[config.mk]
export PLATFORM = sky130hd
export DESIGN_NAME = intr_ctrl_flat
export DESIGN_NICKNAME = d
export VERILOG_FILES = /design/src/rtl/intr_ctrl_if.sv /design/src/rtl/intr_ctrl.sv /design/src/flat_wrapper.sv
export SDC_FILE = /design/constraint.sdc
export NUM_CORES = 1
export LEC_CHECK = 0
export CORE_AREA = 2 2 87 130
export DETAILED_ROUTE_END_ITERATION = 16
export DIE_AREA = 0 0 89 132
export PLACE_DENSITY = 0.79
export SLEW_MARGIN = 10
export SYNTH_ARGS = -nofsm -noshare
export SYNTH_HDL_FRONTEND = slang
export SYNTH_SLANG_ARGS = --single-unit
[constraint.sdc]
create_clock -name clk -period 4.15 [get_ports clk]
set_clock_uncertainty 0.1 [all_clocks]
set_input_delay 1.245 -clock clk [delete_from_list [all_inputs] [get_ports clk]]
set_output_delay 1.245 -clock clk [all_outputs]
set_load 0.01 [all_outputs]
[src/rtl/intr_ctrl_if.sv]
// Interrupt controller bundle: source lines, CSR-side controls, the commit/mret
// inputs from the pipeline, and the redirect/CSR write-back outputs.
interface intr_ctrl_if #(
  parameter int unsigned DW      = 32,
  parameter int unsigned NUM_SRC = 4
);
  logic [NUM_SRC-1:0] irq;
  logic [NUM_SRC-1:0] mode;
  logic [NUM_SRC-1:0] mie;
  logic               gie;
  logic [DW-1:0]      mtvec;
  logic               commit_valid;
  logic [DW-1:0]      pc_m;
  logic               is_mret;

  logic               redirect;
  logic [DW-1:0]      redirect_pc;
  logic               mepc_we;
  logic [DW-1:0]      mepc;
  logic               mcause_we;
  logic [DW-1:0]      mcause;
  logic [NUM_SRC-1:0] mip;
  logic               in_handler;

  modport master (
    output irq, mode, mie, gie, mtvec, commit_valid, pc_m, is_mret,
    input  redirect, redirect_pc, mepc_we, mepc, mcause_we, mcause, mip, in_handler
  );

  modport slave (
    input  irq, mode, mie, gie, mtvec, commit_valid, pc_m, is_mret,
    output redirect, redirect_pc, mepc_we, mepc, mcause_we, mcause, mip, in_handler
  );
endinterface

[src/rtl/intr_ctrl.sv]
// Machine-mode interrupt controller: synchronised edge/level sources, fixed priority,
// registered one-cycle trap-entry and mret redirects with mepc/mcause write-back.
module intr_ctrl #(
  parameter int unsigned DW          = 32,
  parameter int unsigned NUM_SRC     = 4,
  parameter int unsigned SYNC_STAGES = 2,
  parameter int unsigned CAUSE_BASE  = 16
) (
  input logic        clk,
  input logic        rst_n,
  intr_ctrl_if.slave ic
);
  localparam int unsigned IdW = (NUM_SRC > 1) ? $clog2(NUM_SRC) : 1;
  localparam int unsigned CW  = DW - 1;

  typedef enum logic [1:0] {StIdle, StTrap, StHandler, StReturn} state_e;

  state_e             state_q, state_d;
  logic [NUM_SRC-1:0] sync_q [SYNC_STAGES];
  logic [NUM_SRC-1:0] s, edge_q, pend_q, pend_d, pend, el;
  logic [IdW-1:0]     id_q, win_id;
  logic [CW-1:0]      cause_w;
  logic [DW-1:0]      base, vec_off, target;
  logic               take;
  logic               redirect_q, we_q;
  logic [DW-1:0]      redirect_pc_q, mepc_q, mcause_q;

  assign s = sync_q[SYNC_STAGES-1];

  // Edge-mode bits live in pend_q; level-mode bits follow the synchronised line.
  always_comb begin
    pend_d = pend_q;
    if (state_q == StTrap) pend_d[id_q] = 1'b0;
    pend_d = (pend_d | (s & ~edge_q)) & ic.mode;
  end

  assign pend = (pend_q & ic.mode) | (s & ~ic.mode);
  assign el   = pend & ic.mie;

  always_comb begin
    win_id = '0;
    for (int i = NUM_SRC - 1; i >= 0; i--) begin
      if (el[i]) win_id = IdW'(i);
    end
  end

  assign cause_w = CW'(CAUSE_BASE) + CW'(win_id);
  assign base    = {ic.mtvec[DW-1:2], 2'b00};
  assign vec_off = DW'({cause_w, 2'b00});
  assign target  = (ic.mtvec[1:0] == 2'b01) ? base + vec_off : base;

  always_comb begin
    state_d = state_q;
    take    = 1'b0;
    unique case (state_q)
      StIdle: begin
        if (ic.gie && (|el) && ic.commit_valid) begin
          state_d = StTrap;
          take    = 1'b1;
        end else if (ic.is_mret) begin
          state_d = StReturn;
        end
      end
      StTrap:    state_d = StHandler;
      StHandler: if (ic.is_mret) state_d = StReturn;
      StReturn:  state_d = StIdle;
      default:   state_d = StIdle;
    endcase
  end

  always_ff @(posedge clk or negedge rst_n) begin
    if (!rst_n) begin
      for (int i = 0; i < int'(SYNC_STAGES); i++) sync_q[i] <= '0;
      state_q       <= StIdle;
      edge_q        <= '0;
      pend_q        <= '0;
      id_q          <= '0;
      redirect_q    <= 1'b0;
      we_q          <= 1'b0;
      redirect_pc_q <= '0;
      mepc_q        <= '0;
      mcause_q      <= '0;
    end else begin
      sync_q[0] <= ic.irq;
      for (int i = 1; i < int'(SYNC_STAGES); i++) sync_q[i] <= sync_q[i-1];
      state_q    <= state_d;
      edge_q     <= s;
      pend_q     <= pend_d;
      redirect_q <= (state_d == StTrap) || (state_d == StReturn);
      we_q       <= take;
      // Redirect target is captured on the entering edge so outputs come straight from flops.
      if (take) begin
        id_q          <= win_id;
        mepc_q        <= ic.pc_m;
        mcause_q      <= {1'b1, cause_w};
        redirect_pc_q <= target;
      end else if (state_d == StReturn) begin
        redirect_pc_q <= mepc_q;
      end
    end
  end

  assign ic.redirect    = redirect_q;
  assign ic.redirect_pc = redirect_pc_q;
  assign ic.mepc_we     = we_q;
  assign ic.mcause_we   = we_q;
  assign ic.mepc        = mepc_q;
  assign ic.mcause      = mcause_q;
  assign ic.mip         = pend;
  assign ic.in_handler  = (state_q == StHandler);
endmodule

[src/flat_wrapper.sv]
// flat-port wrapper written by rule: the top's interface ports become plain ports
module intr_ctrl_flat 
#(
  parameter int unsigned DW          = 32,
  parameter int unsigned NUM_SRC     = 4,
  parameter int unsigned SYNC_STAGES = 2,
  parameter int unsigned CAUSE_BASE  = 16
)
  (clk, rst_n, ic_irq, ic_mode, ic_mie, ic_gie, ic_mtvec, ic_commit_valid, ic_pc_m, ic_is_mret, ic_redirect, ic_redirect_pc, ic_mepc_we, ic_mepc, ic_mcause_we, ic_mcause, ic_mip, ic_in_handler);
  intr_ctrl_if #(.DW(DW), .NUM_SRC(NUM_SRC)) ic_i ();
  input logic clk;
  input logic rst_n;
  input wire logic [$bits(ic_i.irq)-1:0] ic_irq;
  input wire logic [$bits(ic_i.mode)-1:0] ic_mode;
  input wire logic [$bits(ic_i.mie)-1:0] ic_mie;
  input wire logic [$bits(ic_i.gie)-1:0] ic_gie;
  input wire logic [$bits(ic_i.mtvec)-1:0] ic_mtvec;
  input wire logic [$bits(ic_i.commit_valid)-1:0] ic_commit_valid;
  input wire logic [$bits(ic_i.pc_m)-1:0] ic_pc_m;
  input wire logic [$bits(ic_i.is_mret)-1:0] ic_is_mret;
  output wire logic [$bits(ic_i.redirect)-1:0] ic_redirect;
  output wire logic [$bits(ic_i.redirect_pc)-1:0] ic_redirect_pc;
  output wire logic [$bits(ic_i.mepc_we)-1:0] ic_mepc_we;
  output wire logic [$bits(ic_i.mepc)-1:0] ic_mepc;
  output wire logic [$bits(ic_i.mcause_we)-1:0] ic_mcause_we;
  output wire logic [$bits(ic_i.mcause)-1:0] ic_mcause;
  output wire logic [$bits(ic_i.mip)-1:0] ic_mip;
  output wire logic [$bits(ic_i.in_handler)-1:0] ic_in_handler;
  assign ic_i.irq = ic_irq;
  assign ic_i.mode = ic_mode;
  assign ic_i.mie = ic_mie;
  assign ic_i.gie = ic_gie;
  assign ic_i.mtvec = ic_mtvec;
  assign ic_i.commit_valid = ic_commit_valid;
  assign ic_i.pc_m = ic_pc_m;
  assign ic_i.is_mret = ic_is_mret;
  assign ic_redirect = ic_i.redirect;
  assign ic_redirect_pc = ic_i.redirect_pc;
  assign ic_mepc_we = ic_i.mepc_we;
  assign ic_mepc = ic_i.mepc;
  assign ic_mcause_we = ic_i.mcause_we;
  assign ic_mcause = ic_i.mcause;
  assign ic_mip = ic_i.mip;
  assign ic_in_handler = ic_i.in_handler;
  intr_ctrl #(.DW(DW), .NUM_SRC(NUM_SRC), .SYNC_STAGES(SYNC_STAGES), .CAUSE_BASE(CAUSE_BASE)) u_core (.clk(clk), .rst_n(rst_n), .ic(ic_i));
endmodule
; ---- After elaboration in Yosys (flattened, before gate mapping)
; Index checks and enable logic that the tools add are counted.
[totals]
register_bits = 118
latchBits = 0
ramBits = 0
romBits = 0
out_inout_bits = 104
word_cells = 54
n_memories = 0
[classes]
n_addsub = 2
multipliers = 0
div = 0
magnitude_cmp = 2
eq_ne = 6
shift = 0
muxes = 15
bitwise_logic = 11
n_reduce_logical = 7
[ops]
columns = op, count
row1 = 32-bit two-way mux, 3
row2 = 32-bit adder, 1
row3 = 4-bit AND, 6
row4 = 2-bit two-way mux, 6
row5 = 4-bit inverter, 3
row6 = 4-bit bitwise OR, 2
row7 = 2-bit case mux with 4 select lines, 1
row8 = 5-bit by 2-bit adder with 6-bit output (first input constant), 1
row9 = 2-bit by 1-bit equality test with 1-bit output (second input constant), 3
row10 = 2-bit equality test (second input constant), 3
row11 = 4-bit two-way mux, 1
row12 = 4-bit OR reduction, 1
row13 = 1-bit logical AND, 3
row14 = 2-bit by 3-bit < comparator with 1-bit output (second input constant), 1
row15 = 1-bit two-way mux, 3
row16 = 1-bit demux with 2-bit select, 1
row17 = 2-bit by 1-bit >= comparator with 1-bit output (second input constant), 1
row18 = 2-bit zero test, 1
row19 = 2-bit nonzero test, 1
row20 = 1-bit logical OR, 1

; ---- Logic depth before layout (Yosys ltp)
; Gate-level depths: netlist (run 1).
[logic_depth]
ltp_word = 12
mapped_depth = 13
depth_no_buf = 13

; ---- Least setup slack after synthesis (run 1)
; No wires, ideal clock.
[synth_timing]
path_kind = input to register
from = input port ic_mode[2]
to = register u_core.redirect_pc_q[30] (netlist: u_core.ic.redirect_pc[30])
setup_ps = 125
arrival_ps = 3760
required_time_ps = 3925
slack_ps = 165
path_stages = 13
path_buffers = 0
path_cell_list = mux2_2 > nand2_1 > a32oi_1 > a21oi_1 > ha_1 > inv_1 > fa_1 > and3b_1 > o211ai_1 > nor4_4 > a21bo_2 > a31oi_1 > mux2_2
[synth_between]
elab_chain_cells = 11
[synth_lines]
columns = item, line_no
row1 = from (decl), flat_wrapper.sv:14  ; input wire logic [$bits(ic_i.mode)-1:0] ic_mode;
row2 = 4-bit inverter, intr_ctrl.sv:37  ; assign pend = (pend_q & ic.mode) | (s & ~ic.mode);
row3 = 4-bit AND, intr_ctrl.sv:37
row4 = 4-bit bitwise OR *, intr_ctrl.sv:37
row5 = 4-bit AND *, intr_ctrl.sv:38  ; assign el = pend & ic.mie;
row6 = 2-bit two-way mux * (3 in series), intr_ctrl.sv:43  ; if (el[i]) win_id = IdW'(i);
row7 = 5-bit by 2-bit adder with 6-bit output *, intr_ctrl.sv:47  ; assign cause_w = CW'(CAUSE_BASE) + CW'(win_id);
row8 = via u_core.cause_w[0], intr_ctrl.sv:22  ; logic [CW-1:0] cause_w;
row9 = 32-bit adder *, intr_ctrl.sv:50  ; assign target = (ic.mtvec[1:0] == 2'b01) ? base + vec_off : base;
row10 = 32-bit two-way mux *, intr_ctrl.sv:50
row11 = 32-bit two-way mux *, intr_ctrl.sv:92  ; if (take) begin
row12 = to (signal assigned), intr_ctrl.sv:96  ; redirect_pc_q <= target;
row13 = to (signal assigned), intr_ctrl.sv:98  ; redirect_pc_q <= mepc_q;
row14 = to (decl), intr_ctrl.sv:26  ; logic [DW-1:0] redirect_pc_q, mepc_q, mcause_q;
; Mark *: on every way through the listed nets, which the timed path passes. The rest lies on a longest branch.
; A chain may end at the register's enable or synchronous reset.

; ---- Worst setup path in the final report (run 1)
[layout_timing]
from = input port ic_mode[3]
to = register u_core.redirect_pc_q[31] (netlist: u_core.ic.redirect_pc[31])
[layout_between]
elab_chain_cells = 12
[layout_lines]
columns = item, line_no
row1 = 4-bit inverter, intr_ctrl.sv:37
row2 = 4-bit AND, intr_ctrl.sv:37
row3 = 4-bit bitwise OR *, intr_ctrl.sv:37
row4 = 4-bit AND *, intr_ctrl.sv:38
row5 = 2-bit two-way mux * (4 in series), intr_ctrl.sv:43
row6 = 5-bit by 2-bit adder with 6-bit output *, intr_ctrl.sv:47
row7 = via u_core.cause_w[1], intr_ctrl.sv:22
row8 = 32-bit adder *, intr_ctrl.sv:50
row9 = 32-bit two-way mux *, intr_ctrl.sv:50
row10 = 32-bit two-way mux *, intr_ctrl.sv:92
; Marked as above.

==> impl_metrics.tcl, run 1 <==
set metrics [dict create \
    grt_max_degree 87 \
    place_ws_ns -0.4279 \
    cp.arrival_ns 4.11 \
    ir_drop_mv 0.3350 \
    drt_iter0_drc 162 \
    grt_usage_pct 21.23 \
    clkSlewWorstSetupHoldPaths_ns 0.06 \
    die_x_um 89 \
    antenna_found_initial 0 \
    fin_crit_sh_pct 96.01 \
    worst-path-stages 13 \
    worst_slack_ns 0.1655 \
    synthCells 458 \
    cap_violations 0 \
    portBuffers 156 \
    ctsHtreeMaxLevel 3 \
    drt_wl_total_mm 12.17 \
    cp_slowest_cell "clkdlybuf4s50_1" \
    area_growth_pct 45.92 \
    synthFlopType "dfrtp_1" \
    finalHoldViolations 0 \
    maxSlewViolCount 0 \
    gr-total-overflow 0 \
    first_pass_iters 4 \
    synth_top_cell_area_share_pct 48.22 \
    finalNetCount 717 \
    ys_seq_area_share_pct 48.22 \
    synth_area_mm2 0.004463 \
    grt_pass1_wl_mm 19.42 \
    r2r_start "u_core.s[2]$_DFF_PN0_" \
    route.vias.total 3890 \
    dieArea_mm2 0.01175 \
    synthArstFlopShare_pct 100.0 \
    synth_top_area_cell "dfrtp_1" \
    core_area_mm2 0.01059 \
    r2r_slack_ns 1.11 \
    insertion_delay_ns 0.34 \
    yosys-top-cells-area "dfrtp_1, nand2_1, buf_4" \
    dp_hpwl_mm 9.248 \
    setup.worst_path.end_class "register" \
    relSlewSlack_pct 26.45 \
    via_per_inst 5.000 \
    critical_path.top_delay_family "buffers and inverters" \
    timing.critical_path.cells "clkdlybuf4s50_1 > mux2_4 > a22oi_4 > nand2b_1 > inv_1 > ha_1 > a21oi_1 > a2bb2oi_2 > buf_4 > nor4_4 > nand4_1 > xor2_1 > o221ai_1" \
    drc_errors 0 \
    powerDensity_mw_per_mm2 596.2 \
    antenna_cells 0 \
    reg2reg_depth 15 \
    cts_root_buf "clkbuf_16" \
    detail-route-antenna-nets 0 \
    synthTopCellsByCount "nand2_1, dfrtp_1, buf_4" \
    cp_max_fo 5 \
    rsz0062_at_grt "false" \
    finalSetupViolations 0 \
    status "completed" \
    synth_cell_types 55 \
    rr_endpoint "u_core.ic.redirect_pc[26]$_DFFE_PN0P_" \
    cts.sinks 86 \
    first_global_vias 4063 \
    start_util_pct 42.14 \
    max_slew.worst_pin.slew_ns 1.103 \
    wire_per_inst_um 15.64 \
    numCtsBuffers 9 \
    cpPeakStageDelay_ns 0.50 \
    fin_crit_ns 3.984 \
    crit_start "ic_mode[3]" \
    fmax_ghz 0.2510 \
    cts_tree "yes" \
    place.gp.congestion 0.8001 \
    die_h_um 132 \
    num_rows 46 \
    ctsLongestPathBuffers 2 \
    worstPathRequired_ns 4.28 \
    hold_path_class "register to register" \
    ys_ff_latch 86 \
    ioPinCount 185 \
    final_core_util_pct 61.50 \
    cp-start-kind "input port" \
    crit_end "u_core.ic.redirect_pc[31]$_DFFE_PN0P_" \
    ys_warn_count 0 \
    yosysMostFrequentCell "nand2_1" \
    hold_buffers 0 \
    criticalPathCategory "input port to register" \
    hold_start "u_core.sync_q[4]$_DFF_PN0_" \
    synth.avg_cell_area_um2 9.745 \
    p_leak_nw 2.938 \
    layout-drive-gt1-share_pct 12.30 \
    synth-edff-count 0 \
    critical_path_buf_inv_count 3 \
]
[layout make-up]
type,count,area (um^2)
timing repair buffer,182,1769
clock buffer,11,242.7
fill,932,4078
tap,144,180.2
clock inverter,5,58.81
multi-input combinational,343,2083
inverter,7,26.28
sequential,86,2152
[registers in the layout, indices dropped and copies added, names as in the netlist, 2 cells and up]
signal,flops
u_core.ic.redirect_pc,32
u_core.pend_q,4
u_core.ic.mcause,2
u_core.state_q,2
u_core.sync_q,4
u_core.ic.mepc,32
u_core.edge_q,4
u_core.s,4
[placed cells by master, fill, tap and decap left out, types with 11 or more instances in the layout]
cell / instances
a21oi_1: 12
conb_1: 28
a22oi_1: 13
xor2_1: 18
nand3_1: 25
o221ai_1: 11
o21ai_0: 12
clkdlybuf4s50_1: 154
nand2_1: 126
buf_4: 26
dfrtp_1: 86
[repair_timing]
| action | 4_1_cts | 5_1_grt |
|---|---|---|
| buffers inserted | 2 | 1 |
| pin swaps | 2 | 5 |
| resized for setup | 3 | 7 |
| endpoints found under the setup margin | 6 | 14 |
[worst register-to-register path, stage by stage, from the launching register on]
cell and delay [ns]:
dfrtp_1 0.39, mux2_4 0.28, nand2_1 0.07, a32oi_1 0.11
a21oi_2 0.15, ha_2 0.20, inv_1 0.05, fa_2 0.33
and3b_2 0.25, o211ai_1 0.12, buf_4 0.17, nor4_4 0.15
buf_4 0.17, nand3_1 0.09, xor2_1 0.15, a22oi_1 0.17
[through the flow]
step	setup TNS, ns	cells	area (um^2)	power, W	hold slack, ns
3_5_place_dp	-6.043	759	6156	0.003111	0.2442
2_1_floorplan	0	485	4564	0.002222	0.2312
4_1_cts	0	777	6481	0.003932	0.2609
3_3_place_gp	-5.242	759	6156	0.003052	0.2345
6_report	0	778	6513	0.003883	0.2577
5_1_grt	0	778	6513	0.004149	0.2623
[worst min-delay path by stage]
stage | endpoint | slack [ns] | cells past startpoint
after floorplan | u_core.s[0]$_DFF_PN0_ | 0.23 | 0
after global placement | u_core.s[2]$_DFF_PN0_ | 0.23 | 0
after detailed placement | u_core.s[0]$_DFF_PN0_ | 0.24 | 0
after CTS | u_core.s[2]$_DFF_PN0_ | 0.26 | 0
after global routing | u_core.s[3]$_DFF_PN0_ | 0.26 | 0
final | u_core.s[0]$_DFF_PN0_ | 0.26 | 0
[per-layer routing]
layer	track usage [%]	part of all wire, %
met1	23.68	37
met2	37.19	53
met3	4.258	5.7
met4	10.61	4.2
met5	0	0
[power by group]
group          total [W]  switching [W]  internal, W
sequential       0.00136       0.000207      0.00115
combinational    0.00172       0.000819     0.000900
clock           0.000802       0.000320     0.000482
total            0.00388        0.00135      0.00254
[cell families (layout without fill, tap and decap cells)]
| family | after synthesis | in the layout | share of synthesized area (%) |
|---|---|---|---|
| AND/OR/NAND/NOR | 195 | 195 | 20.66 |
| flip-flops | 86 | 86 | 48.22 |
| AO/OA/AOI/OAI | 75 | 75 | 12.62 |
| buffers and inverters | 56 | 205 | 8.074 |
| XOR/XNOR | 27 | 27 | 5.299 |
| multiplexers | 11 | 11 | 2.916 |
| adder cells (fa/ha/maj) | 7 | 7 | 2.131 |
| other | 1 | 28 | 0.08402 |
Note: power is estimated with default switching activity, not from simulation.
==> run 2: changes to the inputs <==
--- a/config.mk
+++ b/config.mk
@@ -5,10 +5,10 @@
 export SDC_FILE = /design/constraint.sdc
 export NUM_CORES = 1
 export LEC_CHECK = 0
-export CORE_AREA = 2 2 87 130
+export CORE_AREA = 2 2 105 107
 export DETAILED_ROUTE_END_ITERATION = 16
-export DIE_AREA = 0 0 89 132
-export PLACE_DENSITY = 0.79
+export DIE_AREA = 0 0 107 109
+export PLACE_DENSITY = 0.8
 export SLEW_MARGIN = 10
 export SYNTH_ARGS = -nofsm -noshare
 export SYNTH_HDL_FRONTEND = slang
==> run 2 against run 1 <==
Clock-buffer cell count up 2. Register-to-register slack got worse by 0.15 ns. Worst hold slack got worse by 0.0019 ns. Total power is 3.8% lower. Sequential cell count is the same. Critical path type unchanged. Highest routed layer unchanged.
==> impl_metrics.tcl, run 2 (synthesis gave the netlist of run 1 again) <==
set metrics [dict create \
    drt_wl_total_mm 12.32 \
    powerDensity_mw_per_mm2 578.3 \
    cts_root_buf "clkbuf_8" \
    tns_ns 0 \
    core_area_mm2 0.01060 \
    ioPinCount 185 \
    grt_usage_pct 21.47 \
    p_total_w 0.003737 \
    first_pass_iters 4 \
    wire_per_inst_um 15.83 \
    gr-total-overflow 0 \
    ctsLongestPathBuffers 2 \
    grt_pass1_wl_mm 19.44 \
    cp-start-kind "input port" \
    criticalPathCategory "input port to register" \
    dp_hpwl_mm 9.389 \
    reg2reg_depth 14 \
    fmax_ghz 0.2523 \
    place_ws_ns -0.4968 \
    layout_common_cells "clkdlybuf4s50_1, nand2_1, dfrtp_1, buf_4, conb_1" \
    max_slew.worst_pin.slew_ns 0.8671 \
    p_leak_nw 2.947 \
    num_rows 38 \
    detail-route-antenna-nets 0 \
    first_global_vias 4020 \
    r2r_start "u_core.s[2]$_DFF_PN0_" \
    start_util_pct 42.09 \
    r2r_slack_ns 0.96 \
    hold_buffers 0 \
    clkSlewWorstSetupHoldPaths_ns 0.08 \
    place.gp.congestion 0.8581 \
    cts.sinks 86 \
    mostFrequentLayoutCell "clkdlybuf4s50_1" \
    die_x_um 107 \
    rr_endpoint "u_core.ic.redirect_pc[26]$_DFFE_PN0P_" \
    fillers 872 \
    portBuffers 156 \
    route.vias.total 3911 \
    maxSlewViolCount 0 \
    dieArea_mm2 0.01166 \
    finalHoldViolations 0 \
    die_h_um 109 \
    area_growth_pct 44.80 \
    cap_violations 0 \
    antenna_found_initial 0 \
    cts_tree "yes" \
    via_per_inst 5.027 \
    min_path_cells 0 \
    fin_crit_sh_pct 95.52 \
    ir_drop_mv 0.2763 \
    insertion_delay_ns 0.36 \
    status "completed" \
    grt_max_degree 68 \
    drc_errors 0 \
    drt_iter0_drc 252 \
    worstPathRequired_ns 4.32 \
    finalNetCount 721 \
    antenna_cells 0 \
    ctsHtreeMaxLevel 3 \
    worst_slack_ns 0.1858 \
    finalSetupViolations 0 \
    cp_max_fo 4 \
    relSlewSlack_pct 42.19 \
    setup.worst_path.end_class "register" \
    cp.arrival_ns 4.13 \
    layout-drive-gt1-share_pct 12.23 \
    rsz0062_at_grt "false" \
    fin_crit_ns 3.964 \
    numCtsBuffers 9 \
    hold_start "u_core.sync_q[6]$_DFF_PN0_" \
    hold_path_end "u_core.s[2]$_DFF_PN0_" \
    hold_path_class "register to register" \
]
## run 2: cell count changes in the layout (fill, tap and decap cells not counted), moves of 2 or more
cell | before | now
clkbuf_16 | 9 | 0
mux2_2 | 4 | 2
dlymetal6s2s_1 | 1 | 3
clkbuf_8 | 1 | 11
clkdlybuf4s50_1 | 154 | 152
buf_4 | 26 | 30
## run 2: how the worst max path moves through the flow
stage	startpoint	to	slack [ns]	depth (start not counted)
after floorplan	ic_mode[2]	u_core.ic.redirect_pc[30]$_DFFE_PN0P_	0.16	13
after global placement	ic_mode[2]	u_core.ic.redirect_pc[26]$_DFFE_PN0P_	-0.41	15
after detailed placement	ic_mode[2]	u_core.ic.redirect_pc[26]$_DFFE_PN0P_	-0.50	15
after CTS	ic_mode[2]	u_core.ic.redirect_pc[26]$_DFFE_PN0P_	0.03	15
after global routing	ic_mode[3]	u_core.ic.redirect_pc[14]$_DFFE_PN0P_	0.01	14
final	ic_mode[3]	u_core.ic.redirect_pc[26]$_DFFE_PN0P_	0.19	14
## run 2: layout make-up
class | count | area [um^2] | area share, %
Clock buffer | 13 | 158.9 | 2.459
Timing Repair Buffer | 186 | 1804 | 27.92
Tap cell | 140 | 175.2 | 2.711
Clock inverter | 3 | 42.54 | 0.6583
Multi-Input combinational cell | 343 | 2103 | 32.55
Sequential cell | 86 | 2152 | 33.30
Inverter | 7 | 26.28 | 0.4066
## run 2: timing repair
action / 4_1_cts / 5_1_grt
setup buffers: 0 / 1
pin swaps: 3 / 4
gates resized for setup: 3 / 9
setup endpoints to repair: 5 / 11
## run 2: power breakdown
part | switching (W) | internal, W | total (W) | leakage [nW]
Combinational | 0.000834 | 0.000925 | 0.00176 | 1.77
Sequential | 0.000216 | 0.00115 | 0.00137 | 1.08
Clock | 0.000299 | 0.000311 | 0.000610 | 0.0996
Total | 0.00135 | 0.00239 | 0.00374 | 2.95
## run 2: critical path: stages
cell             delay (ns)
clkdlybuf4s50_1        0.49
mux2_4                 0.21
a32oi_4                0.12
a21oi_4                0.14
ha_2                   0.19
inv_1                  0.06
fa_2                   0.34
and3b_1                0.24
o211ai_1               0.15
nor4_4                 0.34
buf_4                  0.18
nand3_1                0.08
xor2_1                 0.15
a22oi_1                0.19
## run 2: metrics by stage
step	cell area [um^2]	std cells	utilization [%]	hold slack (ns)
2_1_floorplan	4564	485	-	0.2312
3_3_place_gp	6196	761	58.44	0.2376
3_5_place_dp	6196	761	58.44	0.2395
4_1_cts	6406	777	60.42	0.2569
5_1_grt	6462	778	60.95	0.2619
6_report	6462	778	60.95	0.2558
## run 2: routing by layer
layer	routed length, um	share of wire, %	track usage (%)
met1	5250	43	26.61
met2	6081	49	36.17
met3	620	5.0	3.945
met4	363	2.9	10.67
met5	0	0	0
